$ cat src/rtl/twiddle_gen.sv
// ============================================================================
// Module   : twiddle_gen
// Purpose  : Full-circle FFT twiddle-factor generator. A quarter-wave cosine
//            table (N/4 entries) is expanded by quadrant symmetry into
//            W = cos(2*pi*k/N) -/+ j*sin(2*pi*k/N) for any k in 0..N-1.
//            Results come out of a 3-stage pipeline (decode, table read,
//            sign/negate). A stride sequencer emits k = 0, s, 2s, ... (mod N)
//            for a whole butterfly stage from one start pulse.
// Ports    : clk, rst (sync, active-high), hold (freeze everything)
//            in_valid/in_k/inv   : direct request (inv also taken at start)
//            start/stride/count  : sequencer launch
//            busy                : sequencer running
//            out_valid/out_k     : result strobe and its index
//            out_wr/out_wi       : signed real / imaginary parts, DW bits
// Revision : 1.0 - initial release
// ============================================================================
`default_nettype none

module twiddle_gen #(
  parameter int LOG2N = 10,
  parameter int DW    = 16,
  parameter int FRAC  = 14
) (
  input  logic                    clk,
  input  logic                    rst,
  input  logic                    hold,
  input  logic                    in_valid,
  input  logic [LOG2N-1:0]        in_k,
  input  logic                    inv,
  input  logic                    start,
  input  logic [LOG2N-1:0]        stride,
  input  logic [LOG2N:0]          count,
  output logic                    busy,
  output logic                    out_valid,
  output logic [LOG2N-1:0]        out_k,
  output logic signed [DW-1:0]    out_wr,
  output logic signed [DW-1:0]    out_wi
);

  localparam int c_rw = LOG2N - 2;        // quarter-table address width
  localparam int c_qn = 1 << c_rw;        // quarter-table depth

  localparam logic [0:0] c_st_idle = 1'b0;
  localparam logic [0:0] c_st_run  = 1'b1;

  // --------------------------------------------------------------------------
  // Quarter-wave table: round(2^FRAC * cos(2*pi*i/N)), i < N/4.
  // Evaluated with a Taylor series so that only basic real arithmetic is
  // needed at elaboration; the angle never exceeds pi/2, where 12 terms are
  // far below one LSB of error.
  // --------------------------------------------------------------------------
  function automatic logic [FRAC:0] cos_entry(input int idx);
    real x;
    real term;
    real sum;
    int  v;
    x    = 6.283185307179586 * real'(idx) / real'(1 << LOG2N);
    term = 1.0;
    sum  = 1.0;
    for (int n = 1; n <= 12; n++) begin
      term = -term * x * x / real'((2 * n - 1) * (2 * n));
      sum  = sum + term;
    end
    v = $rtoi(sum * real'(1 << FRAC) + 0.5);
    return (FRAC + 1)'(v);
  endfunction

  logic [FRAC:0] w_rom [c_qn];

  generate
    for (genvar g = 0; g < c_qn; g++) begin : g_rom
      assign w_rom[g] = cos_entry(g);
    end
  endgenerate

  // --------------------------------------------------------------------------
  // Stride sequencer
  // --------------------------------------------------------------------------
  logic [0:0]       r_state;
  logic [LOG2N-1:0] r_acc;
  logic [LOG2N-1:0] r_stride;
  logic [LOG2N:0]   r_rem;
  logic             r_seq_inv;

  always_ff @(posedge clk) begin
    if (rst) begin
      r_state   <= c_st_idle;
      r_acc     <= '0;
      r_stride  <= '0;
      r_rem     <= '0;
      r_seq_inv <= 1'b0;
    end else if (!hold) begin
      case (r_state)
        c_st_idle: begin
          if (start && (count != '0)) begin
            r_state   <= c_st_run;
            r_acc     <= '0;
            r_stride  <= stride;
            r_rem     <= count;
            r_seq_inv <= inv;
          end
        end
        default: begin
          // Accumulator wraps modulo N through its natural width.
          r_acc <= r_acc + r_stride;
          r_rem <= r_rem - (LOG2N + 1)'(1);
          if (r_rem == (LOG2N + 1)'(1)) begin
            r_state <= c_st_idle;
          end
        end
      endcase
    end
  end

  assign busy = (r_state == c_st_run);

  // --------------------------------------------------------------------------
  // Request selection: a running sequence owns the pipeline; otherwise a
  // direct request is taken unless start claims the same cycle.
  // --------------------------------------------------------------------------
  logic             w_req_valid;
  logic [LOG2N-1:0] w_req_k;
  logic             w_req_inv;
  logic [c_rw-1:0]  w_r;
  logic [c_rw-1:0]  w_sidx;

  assign w_req_valid = busy | (in_valid & ~start);
  assign w_req_k     = busy ? r_acc : in_k;
  assign w_req_inv   = busy ? r_seq_inv : inv;
  assign w_r         = w_req_k[c_rw-1:0];
  // sin(r) = C(N/4 - r); for r != 0 that address is simply -r mod N/4.
  assign w_sidx      = -w_r;

  // --------------------------------------------------------------------------
  // Stage 1: address / quadrant decode
  // --------------------------------------------------------------------------
  logic             r1_valid;
  logic [LOG2N-1:0] r1_k;
  logic             r1_inv;
  logic [1:0]       r1_q;
  logic [c_rw-1:0]  r1_ridx;
  logic [c_rw-1:0]  r1_sidx;
  logic             r1_szero;

  always_ff @(posedge clk) begin
    if (rst) begin
      r1_valid <= 1'b0;
      r1_k     <= '0;
      r1_inv   <= 1'b0;
      r1_q     <= '0;
      r1_ridx  <= '0;
      r1_sidx  <= '0;
      r1_szero <= 1'b0;
    end else if (!hold) begin
      r1_valid <= w_req_valid;
      r1_k     <= w_req_k;
      r1_inv   <= w_req_inv;
      r1_q     <= w_req_k[LOG2N-1:LOG2N-2];
      r1_ridx  <= w_r;
      r1_sidx  <= w_sidx;
      r1_szero <= (w_r == '0);
    end
  end

  // --------------------------------------------------------------------------
  // Stage 2: dual-port table read
  // --------------------------------------------------------------------------
  logic             r2_valid;
  logic [LOG2N-1:0] r2_k;
  logic             r2_inv;
  logic [1:0]       r2_q;
  logic [FRAC:0]    r2_c;
  logic [FRAC:0]    r2_s;

  always_ff @(posedge clk) begin
    if (rst) begin
      r2_valid <= 1'b0;
      r2_k     <= '0;
      r2_inv   <= 1'b0;
      r2_q     <= '0;
      r2_c     <= '0;
      r2_s     <= '0;
    end else if (!hold) begin
      r2_valid <= r1_valid;
      r2_k     <= r1_k;
      r2_inv   <= r1_inv;
      r2_q     <= r1_q;
      r2_c     <= w_rom[r1_ridx];
      r2_s     <= r1_szero ? '0 : w_rom[r1_sidx];
    end
  end

  // --------------------------------------------------------------------------
  // Stage 3: quadrant sign selection and conjugation
  // --------------------------------------------------------------------------
  logic signed [FRAC+1:0] w_c;
  logic signed [FRAC+1:0] w_s;
  logic signed [FRAC+1:0] w_cos;
  logic signed [FRAC+1:0] w_sin;
  logic signed [FRAC+1:0] w_im;

  assign w_c = {1'b0, r2_c};
  assign w_s = {1'b0, r2_s};

  always_comb begin
    w_cos = w_c;
    w_sin = w_s;
    case (r2_q)
      2'd0: begin w_cos = w_c;  w_sin = w_s;  end
      2'd1: begin w_cos = -w_s; w_sin = w_c;  end
      2'd2: begin w_cos = -w_c; w_sin = -w_s; end
      default: begin w_cos = w_s; w_sin = -w_c; end
    endcase
  end

  // Forward transform uses the conjugate (cos - j*sin).
  assign w_im = r2_inv ? w_sin : -w_sin;

  always_ff @(posedge clk) begin
    if (rst) begin
      out_valid <= 1'b0;
      out_k     <= '0;
      out_wr    <= '0;
      out_wi    <= '0;
    end else if (!hold) begin
      out_valid <= r2_valid;
      if (r2_valid) begin
        out_k  <= r2_k;
        out_wr <= DW'(w_cos);
        out_wi <= DW'(w_im);
      end
    end
  end

endmodule

`default_nettype wire

$ cat config.mk
export PLATFORM = sky130hd
export DESIGN_NAME = twiddle_gen
export DESIGN_NICKNAME = d
export VERILOG_FILES = /design/src/rtl/twiddle_gen.sv
export SDC_FILE = /design/constraint.sdc
export NUM_CORES = 1
export LEC_CHECK = 0
export CAP_MARGIN = 5
export CORE_MARGIN = 2
export CORE_UTILIZATION = 35
export CTS_BUF_LIST = sky130_fd_sc_hd__clkbuf_4 sky130_fd_sc_hd__clkbuf_8
export CTS_CLUSTER_SIZE = 28
export DETAILED_ROUTE_END_ITERATION = 8
export GPL_TIMING_DRIVEN = 0
export SETUP_SLACK_MARGIN = 0.4
export SLEW_MARGIN = 0
export SYNTH_ARGS = -nofsm -noshare
export SYNTH_HDL_FRONTEND = slang
export SYNTH_SLANG_ARGS = --single-unit
$ cat constraint.sdc
create_clock -name clk -period 4.05 [get_ports clk]
set_input_delay 0.81 -clock clk [delete_from_list [all_inputs] [get_ports clk]]
set_output_delay 0.81 -clock clk [all_outputs]
set_load 0.005 [all_outputs]
==> results.md <==
- Final setup fails: 0
- Register area: 2780 um2
- Hold Crit Depth: 2
- Share of layout cells above drive strength 1: 12.1%
- Synth Warn #: 0
- R2r setup slk: 0.25 ns
- Worst skew pair latency: 0.47 ns
- Setup TNS: 0 ns
- Final setup skew: about 0.012 ns
- Clock Path Buffers: 2
- Int Pwr: 0.00303 W
- Synth area leader: dfxtp_1
- IO buf count: a little under 80
- DR DRC count: 0
- Clk root buf: clkbuf_8
- Final Cell Area: 18000 um2
- Seq cells post-synth: 138
- Switching pwr: 0.00282 W
- Io pins: 81
- Hpwl dp: 74600 um
- Crit path max fanout: 10
- Multi-input logic area: 11800 um2
- Final nets: 2472
- Met2 Use GR: 61.7%
- Fin crit share: 93.7%
- Tot Pwr: 0.00585 W
- CTS sink cnt: between 100 and 150
- Die Area: between 40000 and 50000 um2
- Final period demand of the worst path: between 3 and 4 ns
- CP max stage delay: 0.84 ns
- Global routing's busiest layer: met2
- FF-to-FF End: r2_c[1]
- Power density cells: 324 nW/um2
- Largest net degree at the start of global routing: 17
- Post-synth EDFFs: 0
- Clock power frac: 20.2%
- Total wire length: 101000 um
- Status: complete, no violations
- Area grow syn2layout: 16.1%
- Maximum clock rate: 263 MHz
- Routed wire per std cell: 33.5 um
- CTS Hold Bufs: 0
- Placeable Area: 44000 um2
- Initial Util: 35.3%
- Flop pwr share: 26.0%
- Combinational Power Share: a little over half
- Post-route worst setup slack: 0.255 ns
- Synth Area in Compound Gates: 36.5%
- Slowest CP cell: o311ai_0
- Initial antenna violation count: 1
- Multiplexer area fraction after synthesis: 7.64%
- Critical Path AT: 4.11 ns
- CTS tree: done
- Largest family of logic cells by synthesized area: compound AO/OA/AOI/OAI gates
- Hold Path Class: reg2reg
- GR Util met3: roughly 14%
- CP required: 4.37 ns
- Placed Area: between 15000 and 20000 um2
- Drt pass-1 iters: 6
- Synth unique cells: 97
- Hold_sp: r2_k[3]
- GR Util All Layers: 42.3%
- Vias in the first global route: 20100
- Vias: 21200
- Fin. Hold Viols: 0
- First-pass GRT wire length: 144000 um
- Crit path top cell by count: clkbuf_1
- ANT nets after route: 0
- CTS buffer count: 17
- Slew Limit Headroom: a little under a quarter
- Pre-CTS setup slack: -1.89 ns
- Leak: 6.19 nW
- Cell Area, Synth: 15500 um2
- Reg2reg start: r1_k[4]
- End of the worst hold path: out_k[3]
- Syn Nets: 2363
- Synth Area in Simple Gates: 25.1%
- Fillers: 4758
- Final GP Congestion: 1.16
- Post-DR vias/cell: about 7
- Die Y: 215 um
- CP endpoint kind: flop
- Die Wd: between 200 and 250 um
- Final Slew Violations: 0
- Synth Area in XOR/XNOR: 2.14%
- Most area-consuming cells after synthesis: dfxtp_1, a21oi_1, nand2_1, nor2_1, o21ai_0
- VDD IR-drop max: between 0.0002 and 0.00025 V
- Worst slew pin tran: 1.15 ns
- Switching Share: 48.3%
- Mean area per synthesized cell: 6.80 um2
- Asr flop ratio synth: 0%
- Synth Area in Adders: around 3.3%
- CTS clk-pin slew, worst paths: 0.09 ns
- Crit Path Class: reg2reg
- FP Rows: 77
- DR iter-0 viols: approximately 3400
- Total grt overflow: 0
- Top-area cell type share of the netlist area: 17.8%
- Max-cap check violation count: 0
- Post-synthesis sequential area ratio: between 10% and 20%
- H-tree Lvls: 4
- RSZ-0062 raised after global routing: yes
- Cells after Synth: 2287
- Reg2Reg Depth: 7
- CP cell instances: inv_1, clkbuf_1, clkbuf_1, a31oi_1, o311ai_0, a311o_1, a21oi_1
- Met1 usage: 54.4%
- Synth Flop Type: dfxtp_1
- CP Launch Type: flop
critical path: cells and delay by family (launching register included):
kind                   cells  cell delay [ns]
AO/OA/AOI/OAI              4             1.53
flip-flops                 1             0.45
buffers and inverters      3             1.64
metrics by stage:
step | hold slack (ns) | utilization [%] | instances
after floorplan | 0.432 | - | 2287
after global placement | 0.440 | 38.8 | 2958
after detailed placement | 0.447 | 38.8 | 2959
after CTS | 0.457 | 40.6 | 2997
after global routing | 0.471 | 41.0 | 3001
final | 0.456 | 41.0 | 3002
per-layer routing:
| layer | share of wire, % | up-vias | wire (um) |
|---|---|---|---|
| met3 | 13 | 500 | 13200 |
| met2 | 40 | 1832 | 40400 |
| met1 | 39 | 10100 | 39500 |
| met5 | 0.064 | - | 64 |
| met4 | 7.4 | 4 | 7470 |
| li1 | - | 8730 | - |
cell type report:
type	instances	share of cell area, %
multi-input cells	1843	65.5
flip-flops and latches	138	15.4
plain buffers	265	6.95
repair buffers	90	4.88
well taps	592	4.10
clock buffers	23	1.62
inverters	41	0.957
clock inverters	9	0.624
diodes	1	0.0139
timing repair:
action	in CTS	in global routing
gates resized for setup	145	80
setup endpoints to repair	30	31
setup buffers	6	4
hold endpoints to repair	0	0
pin swaps	2	5
registers in the layout, indices dropped and copies added, names as in the netlist:
name and flops:
r_seq_inv 1, out_valid 1, r2_s 15, r2_c 15, out_k 10, r1_inv 1, r1_szero 1, r_acc 10
r1_k 10, r2_k 10, r_rem 11, r_stride 10, out_wi 16, r2_inv 1, r1_valid 1, busy 1
r1_sidx 7, r2_valid 1, out_wr 16
synth_stat cells, types with 10 or more instances:
| master | number |
|---|---|
| xor2_1 | 14 |
| xnor2_1 | 24 |
| dfxtp_1 | 138 |
| or4_1 | 10 |
| ha_1 | 38 |
| a21o_1 | 13 |
| o31ai_1 | 14 |
| nor3_1 | 61 |
| or3_1 | 15 |
| nand4_1 | 12 |
| clkbuf_1 | 200 |
| nand2b_1 | 60 |
| a221oi_1 | 12 |
| nor2_1 | 227 |
| buf_1 | 41 |
| a21oi_1 | 247 |
| or2_2 | 16 |
| o21ai_0 | 168 |
| o221ai_1 | 20 |
| o311ai_0 | 12 |
| mux2i_1 | 49 |
| nor2b_1 | 27 |
| buf_2 | 21 |
| a311oi_1 | 33 |
| a2111oi_0 | 10 |
| a31oi_1 | 43 |
| nand3b_1 | 11 |
| nor4_1 | 16 |
| inv_1 | 33 |
| nor3b_1 | 11 |
| a211oi_1 | 65 |
| a22oi_1 | 11 |
| nand3_1 | 64 |
| mux4_2 | 29 |
| nand2_1 | 263 |
| a21boi_0 | 10 |
| o211ai_1 | 59 |
| o22ai_1 | 22 |
cell families after synthesis:
logic type	after synthesis
mux	82
flops	138
xor+xnor	38
fa+ha+maj	40
compound gates	856
buf+inv	306
simple gates	827
cell usage in the layout (no fill, tap or decap), types with 12 or more instances in the layout:
cell type	instances
a31oi_1	43
mux2i_1	49
o221ai_1	20
buf_2	40
buf_4	14
nor2_1	220
inv_1	29
nor2b_1	25
o22ai_1	22
nand4_1	12
o211ai_1	59
ha_1	36
o21ai_0	163
xnor2_1	24
xor2_1	14
or2_2	16
o31ai_1	14
clkbuf_8	19
clkbuf_2	61
nand2b_1	60
a311oi_1	32
a211oi_1	59
nand3_1	64
mux4_2	29
nor3_1	60
dfxtp_1	133
a21oi_1	244
clkbuf_4	15
clkdlybuf4s50_1	79
nor4_1	15
a21o_1	13
clkbuf_1	122
buf_1	20
or3_1	15
nand2_1	262
power by group through the flow:
stage                     logic, W  clock network [W]  registers (W)
after global placement     0.00287                  0        0.00155
after detailed placement   0.00282                  0        0.00155
final                      0.00315            0.00118        0.00152
after CTS                  0.00291            0.00119        0.00152
after global routing       0.00322            0.00124        0.00153
after floorplan            0.00176                  0        0.00151
worst max path at each step:
stage | start | endpoint | slack (ns) | depth (start not counted)
after floorplan | r1_k[0] | r2_s[1] | 0.45 | 13
after global routing | r1_k[2] | r2_c[3] | 0.35 | 10
final | r1_k[4] | r2_c[1] | 0.25 | 7
after global placement | r1_k[0] | r2_s[4] | -2.45 | 13
after detailed placement | r1_k[0] | r2_s[1] | -1.89 | 11
after CTS | r1_sidx[1] | r2_s[1] | 0.34 | 11
(Power assumes the default switching activity.)
